`src/rtl/cntr_arb.sv`:
```
// Shared up-counter arbitrated round-robin between two requesters.
// Each granted run counts 0..limit, pulses done, then returns the counter to IDLE.
module cntr_arb #(
    parameter int unsigned WIDTH = 4
) (
    input  logic             pulse,
    input  logic             reset,
    input  logic [1:0]       req,
    input  logic [WIDTH-1:0] lim0,
    input  logic [WIDTH-1:0] lim1,
    output logic [1:0]       gnt,
    output logic [WIDTH-1:0] o,
    output logic [1:0]       done,
    output logic             busy
);

    typedef enum logic [1:0] {
        IDLE = 2'd0,
        RUN  = 2'd1,
        DONE = 2'd2
    } state_t;

    localparam logic [WIDTH-1:0] ONE = WIDTH'(1);

    state_t           r_state;
    state_t           w_state_nx;
    logic             r_ptr;
    logic             w_ptr_nx;
    logic             r_own;
    logic             w_own_nx;
    logic [1:0]       r_gnt;
    logic [1:0]       w_gnt_nx;
    logic [1:0]       r_done;
    logic [1:0]       w_done_nx;
    logic [WIDTH-1:0] r_cnt;
    logic [WIDTH-1:0] w_cnt_nx;
    logic [WIDTH-1:0] r_lim;
    logic [WIDTH-1:0] w_lim_nx;
    logic             w_pick;
    logic             w_own_req;
    logic             w_at_lim;

    // Contention resolves by the pointer; a lone requester always wins.
    always_comb begin
        if (req == 2'b11) begin
            w_pick = r_ptr;
        end else begin
            w_pick = req[1] & ~req[0];
        end
    end

    assign w_own_req = req[r_own];
    assign w_at_lim  = (r_cnt == r_lim);

    always_ff @(posedge pulse or posedge reset) begin
        if (reset) begin
            r_state <= IDLE;
            r_ptr   <= 1'b0;
            r_own   <= 1'b0;
            r_gnt   <= '0;
            r_done  <= '0;
            r_cnt   <= '0;
            r_lim   <= '0;
        end else begin
            r_state <= w_state_nx;
            r_ptr   <= w_ptr_nx;
            r_own   <= w_own_nx;
            r_gnt   <= w_gnt_nx;
            r_done  <= w_done_nx;
            r_cnt   <= w_cnt_nx;
            r_lim   <= w_lim_nx;
        end
    end

    always_comb begin
        w_state_nx = r_state;
        w_ptr_nx   = r_ptr;
        w_own_nx   = r_own;
        w_gnt_nx   = r_gnt;
        w_done_nx  = '0;
        w_cnt_nx   = r_cnt;
        w_lim_nx   = r_lim;

        case (r_state)
            IDLE: begin
                w_gnt_nx = '0;
                if (req != 2'b00) begin
                    w_own_nx   = w_pick;
                    w_gnt_nx   = w_pick ? 2'b10 : 2'b01;
                    w_cnt_nx   = '0;
                    w_lim_nx   = w_pick ? lim1 : lim0;
                    w_state_nx = RUN;
                end
            end
            RUN: begin
                // Losing the owner's request beats reaching the limit.
                if (!w_own_req) begin
                    w_gnt_nx   = '0;
                    w_ptr_nx   = ~r_own;
                    w_state_nx = IDLE;
                end else if (w_at_lim) begin
                    w_gnt_nx   = '0;
                    w_done_nx  = r_own ? 2'b10 : 2'b01;
                    w_state_nx = DONE;
                end else begin
                    w_cnt_nx = r_cnt + ONE;
                end
            end
            DONE: begin
                w_gnt_nx   = '0;
                w_ptr_nx   = ~r_own;
                w_state_nx = IDLE;
            end
            default: begin
                w_gnt_nx   = '0;
                w_state_nx = IDLE;
            end
        endcase
    end

    assign gnt  = r_gnt;
    assign o    = r_cnt;
    assign done = r_done;
    assign busy = (r_state != IDLE);

endmodule

```
`config.mk`:
```
export PLATFORM = sky130hd
export DESIGN_NAME = cntr_arb
export DESIGN_NICKNAME = d
export VERILOG_FILES = /design/src/rtl/cntr_arb.sv
export SDC_FILE = /design/constraint.sdc
export NUM_CORES = 1
export LEC_CHECK = 0
export ABC_AREA = 0
export CAP_MARGIN = 20
export CORE_MARGIN = 2
export CORE_UTILIZATION = 50
export CTS_CLUSTER_DIAMETER = 60
export DETAILED_ROUTE_END_ITERATION = 6
export PLACE_DENSITY = 0.82
export RECOVER_POWER = 100
export SLEW_MARGIN = 20
export SYNTH_ARGS = -nofsm -noshare
export SYNTH_HDL_FRONTEND = slang
export SYNTH_SLANG_ARGS = --single-unit
export TNS_END_PERCENT = 10
```
`constraint.sdc`:
```
create_clock -name pulse -period 3.02 [get_ports pulse]
set_input_delay 0.302 -clock pulse [delete_from_list [all_inputs] [get_ports pulse]]
set_output_delay 0.302 -clock pulse [all_outputs]
set_load 0.1 [all_outputs]
```
==> flow_summary_export.csv <==
group,metric,value,unit
outcome,status,"completed",
pwr,swShare,0.5442,
floorplan,start_util,0.5291,
setup_path,end_kind,"primary output",
routing,postRouteAntennaNets,0,
routing,drt_pre_antenna_iters,4,
routing,wl_per_cell,13.63,um
clock_network,clkSinkCount,16,
clock_network,cts_tree,"done",
clock_network,cts.clk_slew.worst_paths,0.09,ns
global_route,met1_usage,0.2326,
clock_network,cts_setup_buffers,0,
synth,ys_seq_elements,16,
synth,yosysSeqAreaShare,0.5024,
synth,synth.top_cells.by_area,"dfrtp_1 (50%), mux2i_1 (5.0%), nor2_1 (4.7%), xor2_1 (4.4%), a221o_1 (3.8%)",
pwr,p_leak,0.4972,nW
routing,totalWireLength,1.608,mm
setup_path,cp.required,2.72,ns
place,io_buffers,20,
pwr,clockPowerShare,0.117,
place,dpl.hpwl,1.232,mm
synth,ys_dominant_reg_cell,"dfrtp_1",
sta,tightest_slew,1.157,ns
floorplan,row_count,14,
floorplan,ios,21,
clock_network,cts_hold_buf,0,
setup_path,start_kind,"flip-flop",
clock_network,cts_max_level,1,
synth,synth.distinct_cells,26,
floorplan,die_y,43.93,um
global_route,grt_usage,0.1950,
clock_network,root_buffer,"clkbuf_4",
routing,drc,0,
final_layout,finalNetCount,116,
clock_network,clkLatencyLatePin,0.29,ns
synth,async_flop_share,1.000,
synth,yosys_warnings,0,
clock_network,clk_path_buf_depth,2,
place,dp_slack,1.001,ns
place,routabilityCongestion,0.8042,
sta,slew_violations,0,
setup_path,path_class,"reg -> out",
synth,synth-edff-count,0,
job,cap_viol_max_count,0,
global_route,grt_start_max_net_pins,17,
synth,synth_area_leader_cell,"dfrtp_1",
global_route,grtUsageMet3,0.03750,
pwr,power.net_switching,0.0006594,W
global_route,grt_pass1_wl,2.691,mm
sta,finalCriticalPeriod,2.194,ns
synth,synth_nets,93,
global_route,grt.busiest_layer,"met2",
global_route,use_met2,0.3441,
synth,yosysMostFrequentCell,"dfrtp_1",
sta,setup_viol,0,
final_layout,n_antenna_cell,0,
sta,fin_tns_setup,0,ns
sta,fmax,0.4557,GHz
pwr,pwr-share-comb,0.557,
sta,hold_viol_final,0,
global_route,antenna_found_initial,0,
worst_hold_path,hold_path_class,"in -> async",
global_route,grt_pass1_vias,638,
synth,syn_area_per_cell,9.963,um^2
clock_network,cts-resized-gates,0,
setup_path,worst-r2r-cell-count,4,
synth,synthTopCellsByCount,"dfrtp_1 (16), nor2_1 (10), nand2_1 (7), inv_1 (5)",
sta,setup_ws,0.8258,ns
pwr,p_per_area,1202,nW/um^2
sta,rsz0062_at_grt,"no",
floorplan,die_x,43.93,um
setup_path,r2r_end,"o[3]$_DFFE_PP0P_",
setup_path,r2r-start,"o[3]$_DFFE_PP0P_",
setup_path,cp-endpoint,"busy",
global_route,overflow,0,
routing,num_vias,678,
setup_path,cp-startpoint,"r_state[0]$_DFFE_PP0P_",
routing,drt_iter0_markers,23,
routing,vias_per_cell,5.746,
sta,finalClockSkew,0.0006883,ns
setup_path,worst_ep_arrival_time,1.89,ns
final_layout,drive_above_1_share,0.03922,
floorplan,fp.coreArea,1506,um^2
pwr,seq_power_share,0.325,
pwr,p_int,0.0005524,W
synth,syn_inst,80,
clock_network,numCtsBuffers,3,
synth,netlist_area,797.0,um^2
pwr,peakVddDrop,589.2,uV
setup_path,crit_fanout,11,
synth,yosys.area.top_type_share,0.5024,
setup_path,r2r_slack,0.96,ns
floorplan,die-area,1929,um^2
final_layout,syn_to_final_growth,26.53,%
sta,slew_headroom,0.2320,
sta,period_share,0.7266,
-- per-layer routing --
layer	up-vias	wire length, um	part of all wire
li1	330	-	-
met1	322	721	0.45
met2	21	789	0.49
met3	5	72	0.045
met4	0	25	0.016
met5	-	0	0
-- critical path: stages (launching register included) --
cell	delay [ns]
dfrtp_1	0.54
nor2_1	0.11
inv_1	0.09
clkbuf_1	0.86
-- how the worst min path moves through the flow --
stage	start	end	slack (ns)	depth (start not counted)
final	reset	done[0]$_DFF_PP0_	0.51	2
after global routing	r_lim[2]$_DFFE_PP0P_	r_lim[2]$_DFFE_PP0P_	0.56	2
after CTS	reset	r_state[0]$_DFFE_PP0P_	0.39	2
after detailed placement	r_lim[1]$_DFFE_PP0P_	r_lim[1]$_DFFE_PP0P_	0.49	2
after global placement	r_lim[2]$_DFFE_PP0P_	r_lim[2]$_DFFE_PP0P_	0.48	2
after floorplan	reset	done[0]$_DFF_PP0_	0.22	1
-- layout by cell type, fill, tap and decap left out, drive strengths merged, types with 2 or more instances in the layout --
cell type	count
dfrtp	16
nor2	10
clkdlybuf4s50	9
clkbuf	9
nand2	7
dlygate4sd3	6
inv	5
o21ai	5
mux2i	4
xor2	4
nor3	3
and3	3
a221o	3
nand2b	2
a21o	2
a32o	2
nand3	2
-- registers in the layout, summed over array words and instances (netlist names) --
signal	cells
o	4
r_lim	4
done	2
gnt	2
r_state	2
r_own	1
r_ptr	1
-- kinds of logic after synthesis --
kind of cell             share of synthesized area
XOR/XNOR                                   0.04395
flip-flops                                  0.5023
AO/OA/AOI/OAI                               0.1711
adder cells (fa/ha/maj)                    0.01570
AND/OR/NAND/NOR                             0.1837
buffers and inverters                      0.03297
multiplexers                               0.05024
-- power groups by stage --
stage	registers, W	logic [W]	clock network (W)
floorplan	0.000600	0.000352	0
global placement	0.000397	0.000703	0
detailed placement	0.000400	0.000715	0
CTS	0.000396	0.000716	0.000144
global route	0.000410	0.000728	0.000157
finish	0.000394	0.000675	0.000142
-- cell type report --
type                            instances  area [um^2]
Timing Repair Buffer                   20        168.9
Tap cell                               16        20.02
Inverter                                5        18.77
Fill cell                             131        498.0
Clock buffer                            4        36.28
Sequential cell                        16        400.4
Multi-Input combinational cell         57        364.1
-- per-stage QoR --
stage               area, um^2  total power (W)    util  hold WS (ns)  instances
floorplan                797.0        0.0009516       -        0.2157         80
global placement         997.2         0.001100  0.6620        0.4842        114
detailed placement       997.2         0.001115  0.6620        0.4934        114
CTS                       1033         0.001255  0.6860        0.3872        118
global route              1008         0.001295  0.6694        0.5647        118
finish                    1008         0.001212  0.6694        0.5091        118
Power figures use the tool's default switching activity.
